## config.mk

```make
export PLATFORM = sky130hd
export DESIGN_NAME = reu_dma_seq_p
export DESIGN_NICKNAME = d
export VERILOG_FILES = /design/src/rtl/reu_dma_seq_p.sv
export SDC_FILE = /design/constraint.sdc
export NUM_CORES = 1
export LEC_CHECK = 0
export BUFFER_PORTS_ARGS = -buffer_cell sky130_fd_sc_hd__buf_2
export CAP_MARGIN = 20
export CORE_ASPECT_RATIO = 0.7
export CORE_UTILIZATION = 40
export DETAILED_ROUTE_END_ITERATION = 7
export GPL_TIMING_DRIVEN = 0
export PLACE_DENSITY_LB_ADDON = 0.05
export SETUP_SLACK_MARGIN = 0.2
export SLEW_MARGIN = 5
export SYNTH_ARGS = -nofsm -noshare
export SYNTH_HDL_FRONTEND = slang
export SYNTH_SLANG_ARGS = --single-unit
```

## constraint.sdc

```tcl
create_clock -name PHI2 -period 2.97 [get_ports PHI2]
set_clock_uncertainty 0.1 [all_clocks]
set_input_delay 0.594 -clock PHI2 [delete_from_list [all_inputs] [get_ports PHI2]]
set_output_delay 0.594 -clock PHI2 [all_outputs]
set_load 0.005 [all_outputs]
```

## src/rtl/reu_dma_seq_p.sv

```systemverilog
// -----------------------------------------------------------------------------
// reu_dma_seq_p -- REU DMA sequencer
//
// Owns the C64 address, REU address and length counters and steps through a
// stash / fetch / swap / verify transfer, one byte per PHI2 cycle (two cycles
// per byte for swap). Sits between the REU register file, the SDRAM
// controller and the C64 bus glue.
//
// Parameters
//   ADDR_W  REU address width
//   WRAP_W  REU address increments wrap mod 2^WRAP_W; bits above are held
//   LEN_W   length counter width; a start length of 0 means 2^LEN_W bytes
//
// Ports
//   PHI2, Reset             clock (rising edge) / async active-high reset
//   BA                      C64 bus available; low stalls the sequencer
//   Execute                 start strobe, honoured only in IDLE
//   XferType                00 stash, 01 fetch, 10 swap, 11 verify
//   FixCA, FixREUA          hold the respective address during the transfer
//   Autoload                restore counters at the end of the transfer
//   CAStart/REUAStart/LenStart  counter values loaded on Execute
//   CData, RData            C64 data bus / SDRAM read data
//   CDataOut, RDataOut      data to drive onto the C64 bus / into SDRAM
//   CA, REUA, Len           live counters
//   DMA, nWEDMA             C64 bus request / C64 write strobe (0 = write)
//   RAMRD, RAMWR            SDRAM read / write commands
//   Busy, XferEnd           transfer in progress / one-cycle end pulse
//   EndOfBlock, VerifyErr   sticky status, cleared on the next Execute
//
// Build option
//   REU_AUTOLOAD_EN  when defined, Autoload=1 at Execute makes the FINISH
//                    cycle reload CA/REUA/Len from shadowed start values.
//                    When undefined, Autoload is ignored.
// -----------------------------------------------------------------------------
module reu_dma_seq_p #(
   parameter int ADDR_W = 24,
   parameter int WRAP_W = 19,
   parameter int LEN_W  = 16
) (
   input  logic              PHI2,
   input  logic              Reset,
   input  logic              BA,
   input  logic              Execute,
   input  logic [1:0]        XferType,
   input  logic              FixCA,
   input  logic              FixREUA,
   input  logic              Autoload,
   input  logic [15:0]       CAStart,
   input  logic [ADDR_W-1:0] REUAStart,
   input  logic [LEN_W-1:0]  LenStart,
   input  logic [7:0]        CData,
   input  logic [7:0]        RData,
   output logic [7:0]        CDataOut,
   output logic [7:0]        RDataOut,
   output logic [15:0]       CA,
   output logic [ADDR_W-1:0] REUA,
   output logic [LEN_W-1:0]  Len,
   output logic              DMA,
   output logic              nWEDMA,
   output logic              RAMRD,
   output logic              RAMWR,
   output logic              Busy,
   output logic              XferEnd,
   output logic              EndOfBlock,
   output logic              VerifyErr
);

   typedef enum logic [1:0] {S_IDLE, S_XFER, S_SWAP2, S_FINISH} state_t;

   localparam logic [1:0] XT_STASH  = 2'b00;
   localparam logic [1:0] XT_FETCH  = 2'b01;
   localparam logic [1:0] XT_SWAP   = 2'b10;
   localparam logic [1:0] XT_VERIFY = 2'b11;

   // Low WRAP_W bits take part in the increment; the bank bits above stay put.
   localparam logic [ADDR_W-1:0] WRAP_MASK = ~({ADDR_W{1'b1}} << WRAP_W);
   localparam logic [ADDR_W-1:0] REUA_ONE  = 1;
   localparam logic [LEN_W-1:0]  LEN_ONE   = 1;

   state_t            state_q;
   logic [15:0]       ca_q;
   logic [ADDR_W-1:0] reua_q;
   logic [LEN_W-1:0]  len_q;
   logic              eob_q;
   logic              verr_q;
   logic [7:0]        swc_q;   // C64 byte captured in the swap read cycle
   logic [7:0]        swr_q;   // REU byte captured in the swap read cycle

   logic [15:0]       ca_d;
   logic [ADDR_W-1:0] reua_d;
   logic [LEN_W-1:0]  len_d;
   logic              byte_done;

`ifdef REU_AUTOLOAD_EN
   logic              autold_q;
   logic [15:0]       ca_sh_q;
   logic [ADDR_W-1:0] reua_sh_q;
   logic [LEN_W-1:0]  len_sh_q;
`else
   // Autoload has no effect in this build.
   logic              unused_autoload;
   assign unused_autoload = Autoload;
`endif

   // A byte completes on every unstalled XFER cycle except the swap read
   // half, which finishes in SWAP2.
   assign byte_done = BA && (((state_q == S_XFER) && (XferType != XT_SWAP)) ||
                             (state_q == S_SWAP2));

   assign ca_d   = FixCA   ? ca_q   : ca_q + 16'd1;
   assign reua_d = FixREUA ? reua_q
                           : ((reua_q & ~WRAP_MASK) | ((reua_q + REUA_ONE) & WRAP_MASK));
   assign len_d  = len_q - LEN_ONE;   // 0 wraps to all ones

   always_ff @(posedge PHI2 or posedge Reset) begin
      if (Reset) begin
         state_q <= S_IDLE;
         ca_q    <= '0;
         reua_q  <= '0;
         len_q   <= '0;
         eob_q   <= 1'b0;
         verr_q  <= 1'b0;
         swc_q   <= '0;
         swr_q   <= '0;
`ifdef REU_AUTOLOAD_EN
         autold_q  <= 1'b0;
         ca_sh_q   <= '0;
         reua_sh_q <= '0;
         len_sh_q  <= '0;
`endif
      end else begin
         case (state_q)
            S_IDLE: begin
               if (Execute) begin
                  ca_q    <= CAStart;
                  reua_q  <= REUAStart;
                  len_q   <= LenStart;
                  eob_q   <= 1'b0;
                  verr_q  <= 1'b0;
`ifdef REU_AUTOLOAD_EN
                  autold_q  <= Autoload;
                  ca_sh_q   <= CAStart;
                  reua_sh_q <= REUAStart;
                  len_sh_q  <= LenStart;
`endif
                  state_q <= S_XFER;
               end
            end
            S_XFER: begin
               if (BA) begin
                  if (XferType == XT_SWAP) begin
                     swc_q   <= CData;
                     swr_q   <= RData;
                     state_q <= S_SWAP2;
                  end else if ((XferType == XT_VERIFY) && (RData != CData)) begin
                     verr_q  <= 1'b1;
                     state_q <= S_FINISH;
                  end
               end
            end
            S_SWAP2: begin
               if (BA) state_q <= S_XFER;
            end
            S_FINISH: begin
`ifdef REU_AUTOLOAD_EN
               if (autold_q) begin
                  ca_q   <= ca_sh_q;
                  reua_q <= reua_sh_q;
                  len_q  <= len_sh_q;
               end
`endif
               state_q <= S_IDLE;
            end
            default: state_q <= S_IDLE;
         endcase

         // Counters advance even for a mismatching verify byte; the last
         // byte leaves Len at 1.
         if (byte_done) begin
            ca_q   <= ca_d;
            reua_q <= reua_d;
            if (len_q == LEN_ONE) begin
               eob_q   <= 1'b1;
               state_q <= S_FINISH;
            end else begin
               len_q <= len_d;
            end
         end
      end
   end

   // Bus and SDRAM commands decode from the registered state, gated by BA.
   always_comb begin
      RAMRD    = 1'b0;
      RAMWR    = 1'b0;
      nWEDMA   = 1'b1;
      CDataOut = '0;
      RDataOut = '0;
      if (BA) begin
         if (state_q == S_XFER) begin
            case (XferType)
               XT_STASH: begin
                  RAMWR    = 1'b1;
                  RDataOut = CData;
               end
               XT_FETCH: begin
                  RAMRD    = 1'b1;
                  nWEDMA   = 1'b0;
                  CDataOut = RData;
               end
               default: RAMRD = 1'b1;   // swap read half and verify
            endcase
         end else if (state_q == S_SWAP2) begin
            RAMWR    = 1'b1;
            RDataOut = swc_q;
            nWEDMA   = 1'b0;
            CDataOut = swr_q;
         end
      end
   end

   assign DMA        = (state_q == S_XFER) || (state_q == S_SWAP2);
   assign Busy       = (state_q != S_IDLE);
   assign XferEnd    = (state_q == S_FINISH);
   assign CA         = ca_q;
   assign REUA       = reua_q;
   assign Len        = len_q;
   assign EndOfBlock = eob_q;
   assign VerifyErr  = verr_q;

endmodule

```

; After elaboration in Yosys (flattened, before gate mapping)
; Cells that the tools add are included.
[op_classes]
n_addsub = 3
mux = 48
eq_ne = 15
n_reduce_logical = 15
n_bitwise = 1
[ops]
columns = cell, n
row1 = $mux 16, 8
row2 = $mux 24, 4
row3 = $mux 8, 8
row4 = $or 24x19->24, 1
row5 = $add 19x1->19 const B, 1
row6 = $mux 1, 19
row7 = $add 16x1->16 const B, 1
row8 = $eq 16x1->1 const B, 1
row9 = $sub 16x1->16 const B, 1
row10 = $mux 2, 7
row11 = $ne 2x2->1 const B, 6
row12 = $reduce_and 3->1, 3
row13 = $eq 2x2->1 const B, 4
row14 = $ne 8x8->1, 1
row15 = $pmux 2 s4, 1
row16 = $reduce_bool 2->1, 4
row17 = $reduce_and 5->1, 1
row18 = $eq 2x1->1 const B, 2
row19 = $logic_not 2->1, 2
row20 = $logic_and 1x1->1, 3
row21 = $logic_or 1x1->1, 2
row22 = $ne 2x1->1 const B, 1
row23 = $pmux 1 s2, 1
[word_totals]
regBits = 76
out_inout_bits = 80

; Depth between registers and ports, before layout
[depth]
depth_word = 8
depth_mapped = 9
mapped_depth_nobuf = 7

; Worst setup path after synthesis
; OpenSTA, ideal clock, no wires.
[synth_timing]
path_type = reg2out
from = register state_q[0]
to = output CDataOut[0]
required_ns = 2.276
path_stages_with_launch = 8
slack_ns = 0.637
t_arrival_ns = 1.639
n_path_buf = 3
path_cell_list = dfrtp_1 -> ha_1 -> buf_2 -> nor2b_1 -> clkbuf_1 -> buf_1 -> a22oi_1 -> nor2b_1
[synth_between]
elab_chain_cells = 4
elab_cells_between_ends = 5
cone_classes = eq/ne (2) / mux (3)
[synth_lines]
columns = element, line
row1 = start: declaration, 80  ; state_t state_q;
row2 = start signal: assignment, 117  ; state_q <= S_IDLE;
row3 = start signal: assignment, 146  ; state_q <= S_XFER;
row4 = start signal: assignment, 154  ; state_q <= S_SWAP2;
row5 = $eq 2x2->1, 213  ; end else if (state_q == S_SWAP2) begin
row6 = $mux 8, 213
row7 = $mux 8 *, 200  ; if (state_q == S_XFER) begin
row8 = $mux 8 *, 199  ; if (BA) begin
row9 = end: declaration, 53  ; output logic [7:0] CDataOut,
; Every way passes the cells marked *; elsewhere a longest branch is shown, timed or not.

; Worst setup path after layout
[layout_timing]
from = register state_q[0]
to = output CDataOut[5]
; The elaborated chain is that of the path after synthesis.

==> reports/summary.txt <==
post-synthesis xor/xnor area fraction -> 1.729%
placed cells -> 798
Iter 0 DRT Violations -> 284
synth top area cells -> dfrtp_1 (42%), nand2_1 (4.1%), mux2_2 (4.0%)
P per Cell Area -> 930.0 nW/um2
Final Setup Violations -> 0
count leader, synth -> dfrtp_1
layout cells sized above 1 -> 35.34%
Clock Pin Slew Worst Setup and Hold Paths -> 60 ps
post-synthesis mux area share -> 4.172%
Leakage -> 0.002661 uW
Worst setup SP type -> flip-flop
net count after synthesis -> 575
number of synthesized flops with an enable pin -> 0
I/O pin total -> 161
post-synth top area share -> 41.72%
Tmin final -> 2642 ps
cts hold-fix bufs -> 0
First-pass DRT Iterations -> 5
Max Clk Rate -> 378.4 MHz
Die H -> 91.31 um
first-pass GRT wire length -> 22.42 mm
Tightest Pin Transition -> 821.4 ps
Yosys warnings -> 0
WP data arrival -> 1950 ps
mapped cell area -> 4558 um2
Total Nets Final -> 749
via/cell ratio -> 5.594
Simple-Gate Fraction of Synth Area -> 25.80%
pin count of the biggest net entering global routing -> 40
sequential area share after synthesis -> 41.72%
Detailed Route WL -> 14.43 mm
clk_lat worst skew -> 340 ps
Clock Tree Root -> clkbuf_16
GR Overflow Total -> 0
unrepaired setup endpoints after global routing -> no
Non-Filler Instances -> 818
CP Class -> flip-flop to output pin
Main synth FF type -> dfrtp_1
Tightest Hold Check Type -> primary input to asynchronous set/reset pin
Worst Setup End Kind -> output pin
post-synthesis compound-gate area fraction -> 20.81%
Post-DP Area -> 5563 um2
Rel. slew slack -> 44.87%
CTS H-tree lvls -> 3
Synth Area in Adders -> 2.196%
Post-synth top cells -> dfrtp_1 (76), nand2_1 (50), nor2_1 (38)
WL per Instance -> 17.64 um
row count -> 32
VDD IR-drop max -> 0.4111 mV
Max Root-Sink Buffers -> 2
Hold Vio Cnt, Final -> 0
TritonCTS buffer count -> 9
final worst-path cycle share -> 88.97%
Max Cap Viol -> 0
post-route cell area -> 5964 um2
ant diodes -> 0
Antenna Violating Nets Remaining -> 0
Slew Limit Fails -> 0
HPWL after DPL -> 10.56 mm
Residual DRC -> 0
share of flip-flops with an asynchronous set or reset -> 100.0%
Data required, critical path -> 2280 ps
Mapped Avg Cell Area -> 9.379 um2
die width -> 129.6 um
initial antenna violation count -> 0
status -> finished, final reports clean
CTS tree -> done
Layout area overhead -> 30.85%
clk sinks -> 76
Cells after Synth -> 486
largest family of logic cells by synthesized area -> simple AND/OR/NAND/NOR gates
number of global-route vias before repair -> 4231
Core ar. -> 11050 um2
Critical Path Fanout Max -> 10
Die Area -> 11830 um2
Synth area leader -> dfrtp_1
via count -> 4576
Setup TNS Final -> 0 ps
Synth Register Bits -> 76
Port Buf Inserts -> 158
count of cell types in the netlist -> 61
gpl congestion -> 0.8755
critical-path cell list -> ha_1, clkbuf_4, and3b_1, clkbuf_2, a22oi_1, nor2b_1, buf_2
starting density of the core -> 41.25%
CP max stage delay -> 440 ps
GRT Total Usage -> 25.03%
Critical-path top delay cell -> dfrtp_2
per-layer routing:
layer	track usage, %	vias up	share of wire, %
met5	0	-	0
met4	6.008	0	0.76
met3	5.952	9	6.6
met2	35.83	172	42
met1	37.52	2210	50
li1	-	2185	-
worst max-delay path, delay by kind of cell, from the launching register on:
kind / cells / cell delay (ps)
AOI/OAI and AO/OA: 1 / 220
adders and majority gates: 1 / 200
buffers and inverters: 3 / 480
DFF: 1 / 440
and+or+nand+nor: 2 / 260
registers in the layout (all words and copies together), names as in the netlist:
register / count
CA: 16
EndOfBlock: 1
Len: 16
REUA: 24
VerifyErr: 1
state_q: 2
swc_q: 8
swr_q: 8
timing repair:
item,4_1_cts,5_1_grt
endpoints found under the setup margin,18,18
resized for setup,5,6
setup buffers,0,4
cell usage in the layout (no fill, tap or decap), types with 9 or more instances in the layout:
cell type,count
clkbuf_16,9
o221a_2,9
nor2_1,38
a21oi_1,18
mux2_2,16
a22oi_1,16
o21ai_0,11
nor2b_1,19
a211oi_1,15
inv_1,12
nand4_1,12
buf_2,167
xor2_1,9
clkbuf_1,10
dfrtp_1,75
nand3_1,20
nand2_1,50
nor3_1,17
cell type report:
class	instances	area, um2
sequential	76	1903
clock inverter	4	70.07
fill	1082	5086
tap	153	191.4
inverter	13	51.30
timing repair buffer	163	853.3
multi-input combinational	372	2500
clock buffer	12	266.5
buffer	25	128.9
cells by family (layout without fill, tap and decap cells):
group                      Yosys count  in the layout
DFF                                 76             76
adders and majority gates            8              8
xor gates and xnor gates             9              9
AOI/OAI and AO/OA                  124            124
and+or+nand+nor                    214            214
muxes                               17             17
buffers and inverters               38            217
worst paths after layout:
check | depth (start not counted) | endpoint | slack, ps | start
max | 7 | CDataOut[5] | 330 | state_q[0]$_DFF_PP0_
min | 2 | swr_q[2]$_DFFE_PP0P_ | 190 | Reset
max reg2reg | 9 | Len[3]$_DFF_PP0_ | 510 | state_q[1]$_DFF_PP0_
min reg2reg | 2 | EndOfBlock$_DFF_PP0_ | 370 | EndOfBlock$_DFF_PP0_
max in group asynchronous | 3 | REUA[19]$_DFFE_PP0P_ | 1990 | Reset
min in group PHI2 | 3 | REUA[22]$_DFFE_PP0P_ | 340 | REUAStart[22]
power by group:
part | switching [uW] | internal (uW) | total [uW] | leakage (uW)
logic | 1200 | 1050 | 2250 | 0.00161
clock network | 449 | 802 | 1250 | 0.000169
registers | 530 | 1510 | 2040 | 0.000881
through the flow:
stage / util (%) / hold slack, ps / total power (uW) / setup slack [ps]
finish: 53.97 / 187.2 / 5547 / 327.5
global route: 53.97 / 237.1 / 5944 / 219.9
CTS: 53.50 / 221.1 / 5538 / 205.1
detailed placement: 50.34 / 360.7 / 4252 / 197.8
global placement: 50.14 / 356.7 / 4175 / -856.8
floorplan: - / 369.7 / 3311 / 337.7
(Power assumes the default switching activity.)
